[src/rtl/hamming_pkg.sv]
// Shared Hamming(15,11) constants and helpers for encoder, injector and decoder.
package hamming_pkg;

  localparam int unsigned N_COD   = 15;
  localparam int unsigned N_DADOS = 11;
  localparam int unsigned N_PAR   = 4;

  // Codeword indices of d0..d10, LSB first (parity sits at indices 0,1,3,7).
  localparam int unsigned IDX_DADOS [N_DADOS] = '{2, 4, 5, 6, 8, 9, 10, 11, 12, 13, 14};

  // Syndrome bit k covers every index whose position (index+1) has bit k set.
  function automatic logic [N_PAR-1:0] calc_sindrome(input logic [N_COD-1:0] c);
    logic [N_PAR-1:0] s;
    s = '0;
    for (int unsigned i = 0; i < N_COD; i++) begin
      for (int unsigned k = 0; k < N_PAR; k++) begin
        if (((i + 1) & (32'd1 << k)) != 0) begin
          s[k] = s[k] ^ c[4'(i)];
        end
      end
    end
    return s;
  endfunction

  // Gathers the 11 data bits out of a (corrected) codeword.
  function automatic logic [N_DADOS-1:0] extrai_dados(input logic [N_COD-1:0] c);
    logic [N_DADOS-1:0] d;
    d = '0;
    for (int unsigned j = 0; j < N_DADOS; j++) begin
      d[4'(j)] = c[4'(IDX_DADOS[j])];
    end
    return d;
  endfunction

endpackage

[src/rtl/decodificador_hamming_if.sv]
// Codeword-in / data-out stream bundle of the Hamming decoder.
interface decodificador_hamming_if
  import hamming_pkg::*;
#(
  parameter int unsigned CONT_W = 16
);

  logic [N_COD-1:0]   entrada;
  logic               entrada_valida;
  logic               entrada_pronta;
  logic [N_DADOS-1:0] saida;
  logic               saida_valida;
  logic               saida_pronta;
  logic               erro_corrigido;
  logic [N_PAR-1:0]   posicao_erro;
  logic [CONT_W-1:0]  contador_erros;
  logic               limpar_contador;

  // Environment side: produces codewords, consumes data.
  modport master (
    output entrada, entrada_valida, saida_pronta, limpar_contador,
    input  entrada_pronta, saida, saida_valida, erro_corrigido,
           posicao_erro, contador_erros
  );

  // Decoder side.
  modport slave (
    input  entrada, entrada_valida, saida_pronta, limpar_contador,
    output entrada_pronta, saida, saida_valida, erro_corrigido,
           posicao_erro, contador_erros
  );

endinterface

[src/rtl/hamming_sindrome.sv]
// Combinational 15-bit codeword to 4-bit syndrome.
module hamming_sindrome
  import hamming_pkg::*;
(
  input  logic [N_COD-1:0] codigo,
  output logic [N_PAR-1:0] sindrome
);

  // Syndrome straight from the parity-check rule.
  always_comb begin
    sindrome = calc_sindrome(codigo);
  end

endmodule

[src/rtl/decodificador_hamming.sv]
// Two-stage Hamming(15,11) SEC decoder: stage 1 registers the syndrome,
// stage 2 corrects and extracts data; corrected words are counted.
module decodificador_hamming
  import hamming_pkg::*;
#(
  parameter int unsigned CONT_W = 16
)(
  input  logic clk,
  input  logic rst,
  decodificador_hamming_if.slave bus
);

  logic               s1_v;
  logic [N_COD-1:0]   s1_cod;
  logic [N_PAR-1:0]   s1_sind;
  logic [N_PAR-1:0]   sind_c;

  logic               s2_v;
  logic [N_DADOS-1:0] saida_q;
  logic               erro_q;
  logic [N_PAR-1:0]   pos_q;
  logic [CONT_W-1:0]  cont_q;

  logic               s2_livre;
  logic               s1_avanca;
  logic               aceita;
  logic [N_COD-1:0]   cod_corr;

  hamming_sindrome u_sindrome (
    .codigo   (bus.entrada),
    .sindrome (sind_c)
  );

  assign s2_livre  = !s2_v || bus.saida_pronta;
  assign s1_avanca = s1_v && s2_livre;
  assign aceita    = bus.entrada_valida && bus.entrada_pronta;

  // Stage 1 occupancy: fill on accept, empty when drained without refill.
  always_ff @(posedge clk) begin
    if (rst) begin
      s1_v <= 1'b0;
    end else if (aceita) begin
      s1_v <= 1'b1;
    end else if (s1_avanca) begin
      s1_v <= 1'b0;
    end
  end

  // Stage 1 payload; contents are meaningless while s1_v is low.
  always_ff @(posedge clk) begin
    if (aceita) begin
      s1_cod  <= bus.entrada;
      s1_sind <= sind_c;
    end
  end

  // Flip the bit pointed to by a nonzero syndrome.
  always_comb begin
    cod_corr = s1_cod;
    if (s1_sind != '0) begin
      cod_corr[s1_sind - 4'd1] = ~s1_cod[s1_sind - 4'd1];
    end
  end

  // Stage 2 output register; held while the consumer stalls.
  always_ff @(posedge clk) begin
    if (rst) begin
      s2_v    <= 1'b0;
      saida_q <= '0;
      erro_q  <= 1'b0;
      pos_q   <= '0;
    end else if (s1_avanca) begin
      s2_v    <= 1'b1;
      saida_q <= extrai_dados(cod_corr);
      erro_q  <= (s1_sind != '0);
      pos_q   <= s1_sind;
    end else if (bus.saida_pronta) begin
      s2_v    <= 1'b0;
    end
  end

  // Saturating count of delivered corrected words; clear wins.
  always_ff @(posedge clk) begin
    if (rst || bus.limpar_contador) begin
      cont_q <= '0;
    end else if (s2_v && bus.saida_pronta && erro_q && (cont_q != {CONT_W{1'b1}})) begin
      cont_q <= cont_q + CONT_W'(1);
    end
  end

  assign bus.entrada_pronta = !s1_v || s2_livre;
  assign bus.saida          = saida_q;
  assign bus.saida_valida   = s2_v;
  assign bus.erro_corrigido = erro_q;
  assign bus.posicao_erro   = pos_q;
  assign bus.contador_erros = cont_q;

endmodule
[src/flat_wrapper.sv]
// flat-port wrapper written by rule: the top's interface ports become plain ports
module decodificador_hamming_flat import hamming_pkg::*;
#(
  parameter int unsigned CONT_W = 16
)
  (clk, rst, bus_entrada, bus_entrada_valida, bus_saida_pronta, bus_limpar_contador, bus_entrada_pronta, bus_saida, bus_saida_valida, bus_erro_corrigido, bus_posicao_erro, bus_contador_erros);
  decodificador_hamming_if #(.CONT_W(CONT_W)) bus_i ();
  input  logic clk;
  input  logic rst;
  input wire logic [$bits(bus_i.entrada)-1:0] bus_entrada;
  input wire logic [$bits(bus_i.entrada_valida)-1:0] bus_entrada_valida;
  input wire logic [$bits(bus_i.saida_pronta)-1:0] bus_saida_pronta;
  input wire logic [$bits(bus_i.limpar_contador)-1:0] bus_limpar_contador;
  output wire logic [$bits(bus_i.entrada_pronta)-1:0] bus_entrada_pronta;
  output wire logic [$bits(bus_i.saida)-1:0] bus_saida;
  output wire logic [$bits(bus_i.saida_valida)-1:0] bus_saida_valida;
  output wire logic [$bits(bus_i.erro_corrigido)-1:0] bus_erro_corrigido;
  output wire logic [$bits(bus_i.posicao_erro)-1:0] bus_posicao_erro;
  output wire logic [$bits(bus_i.contador_erros)-1:0] bus_contador_erros;
  assign bus_i.entrada = bus_entrada;
  assign bus_i.entrada_valida = bus_entrada_valida;
  assign bus_i.saida_pronta = bus_saida_pronta;
  assign bus_i.limpar_contador = bus_limpar_contador;
  assign bus_entrada_pronta = bus_i.entrada_pronta;
  assign bus_saida = bus_i.saida;
  assign bus_saida_valida = bus_i.saida_valida;
  assign bus_erro_corrigido = bus_i.erro_corrigido;
  assign bus_posicao_erro = bus_i.posicao_erro;
  assign bus_contador_erros = bus_i.contador_erros;
  decodificador_hamming #(.CONT_W(CONT_W)) u_core (.clk(clk), .rst(rst), .bus(bus_i));
endmodule
[config.mk]
export PLATFORM = sky130hd
export DESIGN_NAME = decodificador_hamming_flat
export DESIGN_NICKNAME = d
export VERILOG_FILES = /design/src/rtl/hamming_pkg.sv /design/src/rtl/decodificador_hamming_if.sv /design/src/rtl/hamming_sindrome.sv /design/src/rtl/decodificador_hamming.sv /design/src/flat_wrapper.sv
export SDC_FILE = /design/constraint.sdc
export NUM_CORES = 1
export LEC_CHECK = 0
export BUFFER_PORTS_ARGS = -buffer_cell sky130_fd_sc_hd__buf_2
export CORE_ASPECT_RATIO = 0.6
export CORE_MARGIN = 5
export CORE_UTILIZATION = 35
export CTS_CLUSTER_SIZE = 25
export DETAILED_ROUTE_END_ITERATION = 10
export PLACE_DENSITY_LB_ADDON = 0.2
export SETUP_SLACK_MARGIN = 0.2
export SLEW_MARGIN = 30
export SYNTH_ARGS = -nofsm -noshare
export SYNTH_HDL_FRONTEND = slang
export SYNTH_HIERARCHICAL = 1
export SYNTH_SLANG_ARGS = --single-unit
[constraint.sdc]
create_clock -name clk -period 2.6 [get_ports clk]
set_input_delay 0.52 -clock clk [delete_from_list [all_inputs] [get_ports clk]]
set_output_delay 0.52 -clock clk [all_outputs]
set_load 0.05 [all_outputs]
==> results.yml <==
sta:
  setup_slack_ns: 0.370
  final_max_slew_viol_count: 0
  timing.slew.headroom_pct: 41.3
  fin_tns_setup_ns: 0
  hold_viol: 0
  rsz0062_at_grt: "no"
  fin_crit_sh_pct: 85.8
  max_freq_mhz: 448
  setup_viol: 0
  finalClockSkew_ns: 0.00886
  finalCriticalPeriod_ns: 2.23
  worst_pin_slew_ns: 0.881
routing:
  wl_met1_um: 3820
  drcViolationCount: 0
  wl_met2_um: 2690
  drtAntennaViolNets: 0
  drt-wirelength-per-cell_um: 16.3
  first_pass_iters: 4
  vias: 2193
  wl_um: 7020
  maxUsedRoutingLayer: "met4"
  dr_wl_met3_um: 466
  vias_per_cell: 5.09
  drt-initial-drc-count: 142
floorplan:
  dieArea_um2: 9710
  start_util_pct: 36.8
  rows: 24
  coreArea_um2: 7420
  pin_count: 54
  dieWidth_um: 124
  die_h_um: 78.4
setup_path:
  cp.arrival_ns: 2.44
  cp-end-kind: "flop"
  start_kind: "flop"
  path_max_fanout: 10
  crit_type: "reg -> reg"
  crit_required_ns: 2.81
place:
  gp_congestion: 0.862
  dp_slack_ns: 0.169
  dp_hpwl_um: 5270
  portBuffers: 53
synthesis:
  synth_cell_type_count: 46
  synth-edff-count: 19
  synth_area_um2: 2730
  yosysTopAreaCell: "dfxtp_1"
  synth-async-reset-ratio_pct: 0
  synth_area_per_cell_um2: 9.99
  synthesis.nets: 299
  yosysWarnings: 6
  yosysSeqAreaShare_pct: 45.9
  synth_top_cell_area_share_pct: 25.0
  synthCells: 273
  ys.flop_type: "dfxtp_1"
  netlist_top_cells_area: "dfxtp_1, edfxtp_1, xnor2_1, nor2_1, a21oi_1"
  synth-seq-cells: 53
power_and_ir_drop:
  power_frac_seq_pct: 40.3
  power_leakage_uw: 0.00128
  p_comb_share_pct: 28.0
  switching_share_pct: 32.0
  irDropWorstVdd_uv: 299
  pwr-share-clk_pct: 31.7
  internal_power_uw: 1630
  p_sw_uw: 768
  powerDensity_nw_per_um2: 735
grt:
  grt_pass1_wl_um: 10900
  grt.overflow.total: 0
  grt_pass1_vias: 2034
  antenna_found_initial: 0
  grt_max_degree: 22
  track_usage_pct: 14.4
finish:
  fill_cells: 747
  antenna_cells: 0
  synthToLayoutAreaGrowth_pct: 19.6
  drive_gt1_share_pct: 23.9
  layout.nets: 352
clock_network:
  root_buffer: "clkbuf_16"
  clk_pin_slew_ns: 0.07
  hold_buffers: 0
  cts_buffers: 5
  cts_tree: "built"
  clk_latency_ns: 0.29
  clkSinkCount: 53
  clockBufferDepth: 2
  ctsHtreeMaxLevel: 2
run:
  cap_violations: 0
status:
  status: "finished, final reports clean"
hold_path:
  hp-class: "in -> reg"
## layout by cell type (no fill, tap or decap), types with 2 or more instances in the layout
master	n
ha_1	6
nand2b_1	5
edfxtp_1	19
xor2_2	2
o21a_1	3
mux2i_1	2
and2_1	3
nand3_1	7
dfxtp_1	34
or2_2	2
nor2b_1	2
nand2_1	24
a21boi_0	7
mux4_1	2
a211o_1	8
nor3_1	3
xnor2_1	22
nor4_1	2
buf_2	53
buf_4	6
a211oi_1	2
clkbuf_16	5
a31oi_1	9
or3_1	2
nor2_1	31
inv_1	4
and3_1	5
nand4_1	5
xor2_1	10
a211oi_2	2
a21oi_1	18
o21ai_0	5
## per-stage QoR
| step | hold slack (ns) | util, % | power, µW | cells | cell area [µm²] |
|---|---|---|---|---|---|
| 5_1_grt | 0.422 | 44.0 | 2510 | 431 | 3260 |
| 2_1_floorplan | 0.496 | - | 1490 | 273 | 2730 |
| 3_5_place_dp | 0.446 | 41.6 | 1640 | 422 | 3090 |
| 6_report | 0.426 | 44.0 | 2400 | 431 | 3260 |
| 4_1_cts | 0.420 | 43.9 | 2410 | 430 | 3250 |
| 3_3_place_gp | 0.441 | 41.6 | 1630 | 422 | 3090 |
## layer usage
metal | track usage (%) | vias to the layer above
met2 | 18.3 | 80
li1 | - | 1076
met4 | 2.62 | 0
met1 | 24.1 | 1032
met3 | 3.45 | 5
met5 | 0 | -
## critical path, cell delays in order, from the launching register on
cell and delay, ns:
edfxtp_1 0.39, buf_4 0.20, nor2_1 0.30, nand2_1 0.10, o22ai_1 0.53, a21oi_1 0.16, a211o_1 0.32, a31oi_1 0.16
## Yosys cell counts (2+ instances only)
library cell / count
or3_1: 2
a211oi_1: 2
inv_1: 4
a211o_1: 8
mux4_1: 2
dfxtp_1: 34
clkbuf_1: 9
ha_1: 6
o21ai_0: 5
and3_1: 6
edfxtp_1: 19
xnor2_1: 22
nor2_1: 31
and2_1: 3
nand3_1: 7
o21a_1: 3
a211oi_2: 2
buf_6: 2
nand2b_1: 5
nor2b_1: 2
nand4_1: 5
or2_2: 2
nand2_1: 24
nor3_1: 3
mux2i_1: 2
xor2_2: 2
xor2_1: 10
a21boi_0: 7
a31oi_1: 9
a21oi_1: 18
nor4_1: 2
## worst paths after layout
check | slack, ns | cells after the start | to | start
worst max-delay path | 0.37 | 7 | u_core/bus.saida[2]$_SDFFE_PP0P_ | u_core/s1_sind[0]$_DFFE_PP_
worst min-delay path | 0.43 | 1 | u_core/s1_cod[1]$_DFFE_PP_ | bus_entrada[1]
worst max register to register | 0.37 | 7 | u_core/bus.saida[2]$_SDFFE_PP0P_ | u_core/s1_sind[0]$_DFFE_PP_
worst min register to register | 0.45 | 2 | u_core/bus.posicao_erro[0]$_SDFFE_PP0P_ | u_core/bus.posicao_erro[0]$_SDFFE_PP0P_
## area by class of cell
class / instances / area [µm²] / share of cell area, %
Clock buffer: 6 / 129 / 3.95
Multi-Input combinational cell: 203 / 1390 / 42.5
Clock inverter: 2 / 38.8 / 1.19
Sequential cell: 53 / 1250 / 38.4
Tap cell: 104 / 130 / 3.99
Inverter: 4 / 15.0 / 0.460
Timing Repair Buffer: 59 / 310 / 9.51
## registers in the layout, indices dropped and copies added (netlist names)
register,count
u_core/s1_v,1
u_core/bus.erro_corrigido,1
u_core/bus.saida_valida,1
u_core/s1_sind,4
u_core/bus.saida,11
u_core/bus.posicao_erro,4
u_core/s1_cod,15
u_core/bus.contador_erros,16
## kinds of logic (layout without fill, tap and decap cells)
group                    count (synthesis)  after routing  synth area share (%)
AO/OA/AOI/OAI                           61             61                  15.4
XOR/XNOR                                35             35                  12.1
flip-flops                              53             53                  45.9
buffers and inverters                   17             71                  3.26
adder cells (fa/ha/maj)                  6              6                  2.75
multiplexers                             6              6                  3.90
AND/OR/NAND/NOR                         95             95                  16.7
## power by group through the flow
stage	logic, µW	registers [µW]	clock network, µW
2_1_floorplan	450	1040	0
5_1_grt	725	971	816
4_1_cts	657	971	778
3_5_place_dp	651	990	0
3_3_place_gp	641	988	0
6_report	671	966	760
## repair_timing
| item | 4_1_cts | 5_1_grt |
|---|---|---|
| setup endpoints to repair | 2 | 11 |
| resized for setup | 1 | 0 |
| setup buffers | 0 | 1 |
No activity file was read; power rests on OpenSTA's default activity.
